<file path="src/rtl/mem32_arb.sv">
// mem32_arb: two-requester arbiter in front of a byte-wide memory port.
// A read transaction assembles a 32-bit word from four byte reads at
// addresses 0..3; a write transaction presents one 32-bit word and waits
// for the memory's write-complete flag, aborting after WR_TIMEOUT cycles.
// Optional feature macro: MEM32_ARB_RR_EN
//   defined   -> round-robin arbitration on simultaneous requests
//   undefined -> fixed priority, requester 0 wins every tie
module mem32_arb #(
    parameter int WR_TIMEOUT = 15
) (
    input  logic        clk,
    input  logic        rst,
    input  logic        req0,
    input  logic        req1,
    input  logic        we0,
    input  logic        we1,
    input  logic [31:0] wdata0,
    input  logic [31:0] wdata1,
    output logic        gnt0,
    output logic        gnt1,
    output logic        done0,
    output logic        done1,
    output logic        err0,
    output logic        err1,
    output logic [31:0] rdata0,
    output logic [31:0] rdata1,
    output logic        m_rd,
    output logic        m_wr,
    output logic [1:0]  m_addr,
    output logic [31:0] m_indata,
    input  logic [7:0]  m_dataout,
    input  logic        m_valid
);

    // Counter wide enough to hold WR_TIMEOUT-1.
    localparam int CW = (WR_TIMEOUT > 1) ? $clog2(WR_TIMEOUT) : 1;
    localparam logic [CW-1:0] WR_LAST = CW'(WR_TIMEOUT - 1);

    typedef enum logic [2:0] {
        ST_IDLE  = 3'd0,
        ST_GRANT = 3'd1,
        ST_WRITE = 3'd2,
        ST_READ  = 3'd3,
        ST_RESP  = 3'd4
    } state_t;

    state_t          state_r;
    logic            owner_r;     // 0 = requester 0 owns the bus, 1 = requester 1
    logic [CW-1:0]   wr_cnt_r;    // write cycles already spent without m_valid
    logic [2:0]      rd_cnt_r;    // index of the current READ cycle (0..4)
    logic            pick1_s;     // arbitration result: 1 = requester 1 wins
    logic            sel_we_s;    // write-enable of the pending owner
    logic [31:0]     sel_wdata_s; // write word of the pending owner
    logic [1:0]      byte_idx_s;  // byte captured in the current READ cycle

`ifdef MEM32_ARB_RR_EN
    // Requester granted most recently; reset value 1 lets requester 0 win first.
    logic            last_gnt_r;
`endif

    // Choose the winner among the active requests.
    always_comb begin
        pick1_s = 1'b0;
        if (req0 && req1) begin
`ifdef MEM32_ARB_RR_EN
            pick1_s = ~last_gnt_r;
`else
            pick1_s = 1'b0;
`endif
        end else if (req1) begin
            pick1_s = 1'b1;
        end else begin
            pick1_s = 1'b0;
        end
    end

    // Route the owner's command fields and derive the byte lane being captured.
    always_comb begin
        sel_we_s    = 1'b0;
        sel_wdata_s = 32'h0000_0000;
        if (owner_r) begin
            sel_we_s    = we1;
            sel_wdata_s = wdata1;
        end else begin
            sel_we_s    = we0;
            sel_wdata_s = wdata0;
        end
        byte_idx_s = 2'(rd_cnt_r - 3'd1);
    end

`ifdef MEM32_ARB_RR_EN
    // Remember which requester was granted last for round-robin ties.
    always_ff @(posedge clk) begin
        if (rst) begin
            last_gnt_r <= 1'b1;
        end else if (state_r == ST_IDLE && (req0 || req1)) begin
            last_gnt_r <= pick1_s;
        end else begin
            last_gnt_r <= last_gnt_r;
        end
    end
`endif

    // Transaction FSM with all bus and handshake outputs registered.
    always_ff @(posedge clk) begin
        if (rst) begin
            state_r  <= ST_IDLE;
            owner_r  <= 1'b0;
            wr_cnt_r <= '0;
            rd_cnt_r <= 3'd0;
            gnt0     <= 1'b0;
            gnt1     <= 1'b0;
            done0    <= 1'b0;
            done1    <= 1'b0;
            err0     <= 1'b0;
            err1     <= 1'b0;
            rdata0   <= 32'h0000_0000;
            rdata1   <= 32'h0000_0000;
            m_rd     <= 1'b0;
            m_wr     <= 1'b0;
            m_addr   <= 2'd0;
            m_indata <= 32'h0000_0000;
        end else begin
            // Completion flags are single-cycle pulses.
            done0 <= 1'b0;
            done1 <= 1'b0;
            err0  <= 1'b0;
            err1  <= 1'b0;
            case (state_r)
                ST_IDLE: begin
                    if (req0 || req1) begin
                        owner_r <= pick1_s;
                        gnt0    <= ~pick1_s;
                        gnt1    <= pick1_s;
                        state_r <= ST_GRANT;
                    end
                end
                ST_GRANT: begin
                    // m_indata doubles as the latched write word for the
                    // whole WRITE phase, so later wdata changes are ignored.
                    if (sel_we_s) begin
                        m_wr     <= 1'b1;
                        m_indata <= sel_wdata_s;
                        wr_cnt_r <= '0;
                        state_r  <= ST_WRITE;
                    end else begin
                        m_rd     <= 1'b1;
                        m_addr   <= 2'd0;
                        rd_cnt_r <= 3'd0;
                        state_r  <= ST_READ;
                    end
                end
                ST_WRITE: begin
                    // A completion on the final allowed cycle still counts.
                    if (m_valid) begin
                        m_wr     <= 1'b0;
                        m_indata <= 32'h0000_0000;
                        wr_cnt_r <= '0;
                        done0    <= ~owner_r;
                        done1    <= owner_r;
                        state_r  <= ST_RESP;
                    end else if (wr_cnt_r == WR_LAST) begin
                        m_wr     <= 1'b0;
                        m_indata <= 32'h0000_0000;
                        wr_cnt_r <= '0;
                        err0     <= ~owner_r;
                        err1     <= owner_r;
                        state_r  <= ST_RESP;
                    end else begin
                        wr_cnt_r <= wr_cnt_r + CW'(1);
                    end
                end
                ST_READ: begin
                    // Memory data lags the address by one cycle, so READ
                    // cycle k (k>=1) holds the byte addressed in cycle k-1.
                    if (rd_cnt_r != 3'd0) begin
                        if (owner_r) begin
                            rdata1[{byte_idx_s, 3'b000} +: 8] <= m_dataout;
                        end else begin
                            rdata0[{byte_idx_s, 3'b000} +: 8] <= m_dataout;
                        end
                    end
                    case (rd_cnt_r)
                        3'd0, 3'd1, 3'd2: begin
                            m_addr   <= 2'(rd_cnt_r + 3'd1);
                            rd_cnt_r <= rd_cnt_r + 3'd1;
                        end
                        3'd3: begin
                            m_rd     <= 1'b0;
                            m_addr   <= 2'd0;
                            rd_cnt_r <= 3'd4;
                        end
                        3'd4: begin
                            rd_cnt_r <= 3'd0;
                            done0    <= ~owner_r;
                            done1    <= owner_r;
                            state_r  <= ST_RESP;
                        end
                        default: begin
                            m_rd     <= 1'b0;
                            m_addr   <= 2'd0;
                            rd_cnt_r <= 3'd0;
                            state_r  <= ST_IDLE;
                        end
                    endcase
                end
                ST_RESP: begin
                    gnt0    <= 1'b0;
                    gnt1    <= 1'b0;
                    state_r <= ST_IDLE;
                end
                default: begin
                    gnt0     <= 1'b0;
                    gnt1     <= 1'b0;
                    m_rd     <= 1'b0;
                    m_wr     <= 1'b0;
                    m_addr   <= 2'd0;
                    m_indata <= 32'h0000_0000;
                    wr_cnt_r <= '0;
                    rd_cnt_r <= 3'd0;
                    state_r  <= ST_IDLE;
                end
            endcase
        end
    end

endmodule
</file>
<file path="config.mk">
export PLATFORM = sky130hd
export DESIGN_NAME = mem32_arb
export DESIGN_NICKNAME = d
export VERILOG_FILES = /design/src/rtl/mem32_arb.sv
export SDC_FILE = /design/constraint.sdc
export NUM_CORES = 1
export LEC_CHECK = 0
export CAP_MARGIN = 15
export CORE_MARGIN = 2
export CORE_UTILIZATION = 38
export CTS_CLUSTER_DIAMETER = 150
export CTS_CLUSTER_SIZE = 40
export DETAILED_ROUTE_END_ITERATION = 7
export GPL_ROUTABILITY_DRIVEN = 0
export HOLD_SLACK_MARGIN = 0.06
export PLACE_DENSITY = 0.75
export SKIP_CTS_REPAIR_TIMING = 1
export SYNTH_ARGS = -nofsm -noshare
export SYNTH_HDL_FRONTEND = slang
export SYNTH_SLANG_ARGS = --single-unit
export TNS_END_PERCENT = 100
</file>
<file path="constraint.sdc">
create_clock -name clk -period 5.6 [get_ports clk]
set_input_delay 1.12 -clock clk [delete_from_list [all_inputs] [get_ports clk]]
set_output_delay 1.12 -clock clk [all_outputs]
set_load 0.02 [all_outputs]
</file>
### Word-level counts from Yosys, hierarchy flattened

Index checks and enable logic that the tools add are counted.

| operators by class | value |
|---|---|
| add/subtract/negate cells | 4 |
| eq/ne operators | 16 |
| shifts and indexed selects | 2 |
| mux-type cells | 43 |
| bitwise operators | 7 |
| reductions and logical operators | 22 |

Operator list:

| kind | number |
|---|---|
| 32-bit two-way mux | 4 |
| 32-bit one-hot mux with 3 select lines | 1 |
| 32-bit bitwise mux | 2 |
| 8-bit by 7-bit variable shift with 32-bit output, first input constant | 1 |
| 8-bit by 7-bit indexed part select with 32-bit output | 1 |
| 3-bit AND reduction | 6 |
| 1-bit two-way mux | 15 |
| 3-bit by 2-bit equality test with 1-bit output, second input constant | 4 |
| 3-bit two-way mux | 4 |
| 4-bit two-way mux | 3 |
| 2-bit != test, second input constant | 6 |
| 3-bit one-hot mux with 2 select lines | 2 |
| 3-bit one-hot mux with 4 select lines | 1 |
| 4-bit one-hot mux with 3 select lines | 1 |
| 3-bit OR reduction | 4 |
| 4-bit OR reduction | 3 |
| 3-bit one-hot mux with 3 select lines | 1 |
| 1-bit one-hot mux with 2 select lines | 4 |
| 2-bit AND reduction | 4 |
| 5-bit negation with 7-bit output | 1 |
| 1-bit NOT | 7 |
| 3-bit by 1-bit equality test with 1-bit output, second input constant | 2 |
| 3-bit equality test, second input constant | 2 |
| 3-bit logical NOT | 2 |
| 12 further kinds | 13 |

| storage, ports and cells | value |
|---|---|
| register bits | 117 |
| word-level logic and storage cells | 110 |

### Longest topological paths before layout

| logic depth | value |
|---|---|
| depth after elaboration | 5 |
| mapped depth | 7 |

### Least setup slack after synthesis

Ideal clock, no wire load.

| path | value |
|---|---|
| path kind | input to register |
| start | input m_valid |
| end | register m_indata[4] |
| arrival | 2286 ps |
| setup slack | 3243 ps |
| stages | 5 |
| path buffers | 1 |
| path through | or4b_4 nand2b_4 a21oi_4 buf_6 o2bb2ai_1 |

| between the ends | value |
|---|---|
| longest elaborated chain between the ends | 2 |
| elaborated cells between the ends (all ways) | 4 |
| those cells by class | eq/ne (1); mux (2); reduce/logical (1) |

Ends and longest elaborated chain:

| what | line | source |
|---|---|---|
| start: declaration | 32 | `input logic m_valid` |
| 3-bit != test (no line) / 32-bit two-way mux (equally long branches) | - |  |
| 3-bit AND reduction (no line) / 32-bit one-hot mux with 3 select lines (equally long branches) | - |  |
| end signal: assignment | 143 | `m_indata <= sel_wdata_s;` |
| end: declaration | 30 | `output logic [31:0] m_indata,` |

Parallel ways exist; a longest one is shown, timed or not.
A chain may end at the register's enable or synchronous reset.

### Worst setup path in the final report

| path | value |
|---|---|
| start | input m_valid |
| end | register wr_cnt_r[1] |

| between the ends | value |
|---|---|
| longest elaborated chain between the ends | 2 |

Ends and longest elaborated chain:

| what | line | source |
|---|---|---|
| 4-bit two-way mux | 155 | `if (m_valid) begin` |
| 4-bit one-hot mux with 3 select lines | 129 | `case (state_r)` |
| end signal: assignment | 170 | `wr_cnt_r <= wr_cnt_r + CW'(1);` |
| end: declaration | 49 | `logic [CW-1:0] wr_cnt_r;` |

No other way between the ends.

==> flow_metrics.tcl <==
set metrics [dict create \
    outcome "finished, final reports clean" \
    finalWorstSetupSlack_ns 2.675 \
    cts-htree-levels 4 \
    wirelength_mm 13.78 \
    dieArea_sq_um 13560 \
    crit_path_max_fanout 36 \
    cp-start-kind "input port" \
    vias 4263 \
    ys_seq_area_frac 0.4874 \
    min_period_over_period 0.5224 \
    wl_per_cell_microns 16.50 \
    rsz0062_at_grt "no" \
    vias_per_cell 5.105 \
    synth-edff-count 0 \
    maxCapViolations 0 \
    r2r_start "state_r[1]$_SDFFE_PP0P_" \
    crit_arrival_ns 3.27 \
    synth_top_family_by_area "simple AND/OR/NAND/NOR gates" \
    synthArstFlopShare 0 \
    hold_viol_final 0 \
    ios 185 \
    ir_drop_mv 0.1625 \
    grt_pass1_wl_mm 21.47 \
    yosys.area_share.adder 0.01822 \
    min_from "rdata0[24]$_SDFFE_PP0P_" \
    rows 41 \
    nFillCells 1048 \
    worst_path_largest_cell_delay_ns 0.76 \
    crit_required_ns 5.95 \
    worstSetupPathType "input port to register" \
    dp_slack_ns 2.241 \
    crit_path_top_delay_cell "a21oi_4" \
    startpoint "m_valid" \
    slew_viol_final 0 \
    hold_path_class "register to register" \
    synthSimpleGateAreaFrac 0.1635 \
    synth_ff_type "dfxtp_1" \
    cp_num_buf_inv 1 \
    netlist_area_sq_um 4806 \
    post-dp-hpwl_mm 9.974 \
    ys_types 49 \
    fin_skew_ns 0.007044 \
    setup_viol 0 \
    dieHeight_microns 116.5 \
    start_util 0.3855 \
    grt_usage 0.2045 \
    grt-ovfl-total 0 \
    power_per_cell_area_nw_per_um2 311.5 \
    grt_max_degree 69 \
    worstSetupEndpointType "register" \
    synth-compound-area-share 0.1533 \
    cts_tree "built" \
    syn-num-nets 557 \
    antenna_left 0 \
    drt_iter0_drc 265 \
    first_pass_iters 4 \
    clkTransAtPathRegs_ns 0.05 \
    tightest_slew_ns 1.102 \
    synthCells 471 \
    synth-seq-cells 117 \
    critical_path.cell_chain "clkdlybuf4s50_1 > or4b_4 > nand2b_4 > a21oi_4 > o211a_1" \
    max_freq_ghz 0.3418 \
    cts.sinks 117 \
    num_antenna_cells 0 \
    core_sq_um 12470 \
    area_growth_pct 52.69 \
    cts_buffer_depth 2 \
    synth-xor-area-share 0.003645 \
    min_period_ns 2.925 \
    synthMuxAreaShare 0.1398 \
    portBuffers 184 \
    max_slew_margin 0.2652 \
    setup-tns-final_ns 0 \
    syn_avg_cell_area_sq_um 10.20 \
    fin_nets 736 \
    power_leakage_nw 2.631 \
    insertion_delay_ns 0.40 \
    die_w_microns 116.5 \
    cts_buffers 17 \
    root_buffer "clkbuf_16" \
    grt_pass1_vias 4205 \
    antenna_found_initial 0 \
    drive_gt1_frac 0.07391 \
    cp_top_family "compound AO/OA/AOI/OAI gates" \
    yosysWarnings 0 \
    drc_errors 0 \
]
-- per-layer routing --
metal | track usage | routed length, microns
met3 | 0.07732 | 1379
met4 | 0.06111 | 187
met2 | 0.3430 | 6475
met1 | 0.2445 | 5733
met5 | 0 | 0
-- cells by family (layout without fill, tap and decap cells) --
family,after synthesis,count (layout)
multiplexers,67,67
buffers and inverters,35,227
AND/OR/NAND/NOR,149,149
adder cells (fa/ha/maj),7,7
XOR/XNOR,2,2
AO/OA/AOI/OAI,94,94
flip-flops,117,117
-- power by group --
| group | leakage [nW] | switching, mW | internal [mW] | total [mW] |
|---|---|---|---|---|
| sequential | 0.945 | 0.0352 | 0.864 | 0.899 |
| clock | 0.282 | 0.365 | 0.699 | 1.06 |
| combinational | 1.40 | 0.164 | 0.159 | 0.323 |
-- metrics by stage --
stage	hold WS [ns]	std cells	area, sq um	power (mW)	util
final	0.4567	835	7338	2.286	0.5887
after global routing	0.4831	835	7338	2.381	0.5887
after CTS	0.4613	834	7333	2.308	0.5883
after detailed placement	0.4467	802	6744	1.239	0.5410
after global placement	0.4442	802	6744	1.232	0.5410
after floorplan	0.4692	471	4806	1.103	-
-- state kept, by name (all words and copies together) (netlist names) --
| name | flops |
|---|---|
| done0 | 1 |
| done1 | 1 |
| err0 | 1 |
| err1 | 1 |
| gnt0 | 1 |
| gnt1 | 1 |
| m_addr | 2 |
| m_indata | 32 |
| m_rd | 1 |
| m_wr | 1 |
| owner_r | 1 |
| rd_cnt_r | 3 |
| rdata0 | 32 |
| rdata1 | 32 |
| state_r | 3 |
| wr_cnt_r | 4 |
-- Yosys cell counts, drive strengths merged, types with 2 or more instances --
cell	instances	share of area
nor2b	2	0.0026
nor2	14	0.011
or2	2	0.0026
dfxtp	117	0.49
nand2b	35	0.047
o32ai	3	0.0055
a22o	16	0.029
nor3	10	0.010
nand3	19	0.020
nor4	6	0.010
ha	7	0.018
mux2i	66	0.14
nand3b	3	0.0047
a21oi	27	0.030
and2	4	0.0052
or3	2	0.0026
nand2	48	0.037
clkbuf	15	0.012
a21o	2	0.0031
inv	7	0.0055
buf	13	0.017
nand4b	2	0.0036
o21ai	2	0.0029
o2bb2ai	32	0.062
-- final timing paths --
kind | depth (start not counted) | end | slack, ns
worst min register to register | 2 | rdata0[24]$_SDFFE_PP0P_ | 0.46
worst max register to register | 4 | wr_cnt_r[1]$_SDFFE_PP0P_ | 3.21
worst min-delay path | 2 | rdata0[24]$_SDFFE_PP0P_ | 0.46
worst max-delay path | 5 | wr_cnt_r[1]$_SDFFE_PP0P_ | 2.67
-- worst min-delay path: cells and delay by family (launching register included) --
family	cells	cell delay, ns
flops	1	0.31
simple gates	1	0.05
compound gates	1	0.05
-- cell type report --
cell class                      instances  area (sq um)  area share
Inverter                                7         26.28    0.003581
Clock inverter                          8         97.59     0.01330
Timing Repair Buffer                  188          1864      0.2540
Multi-Input combinational cell        319          2300      0.3134
Tap cell                              172         215.2     0.02933
Sequential cell                       117          2344      0.3194
Clock buffer                           24         491.7     0.06701
-- layout by cell type (no fill, tap or decap), types with 4 or more instances in the layout --
cell	count
a22o_1	16
a21oi_1	26
clkbuf_16	17
nor4_1	4
inv_1	7
nor3_1	10
nand2b_1	34
clkbuf_8	4
ha_1	7
mux2i_1	66
clkdlybuf4s50_1	183
dfxtp_1	116
o2bb2ai_1	29
and2_1	4
nand2_1	48
nor2_1	14
nand3_1	19
Note: power is estimated with default switching activity, not from simulation.
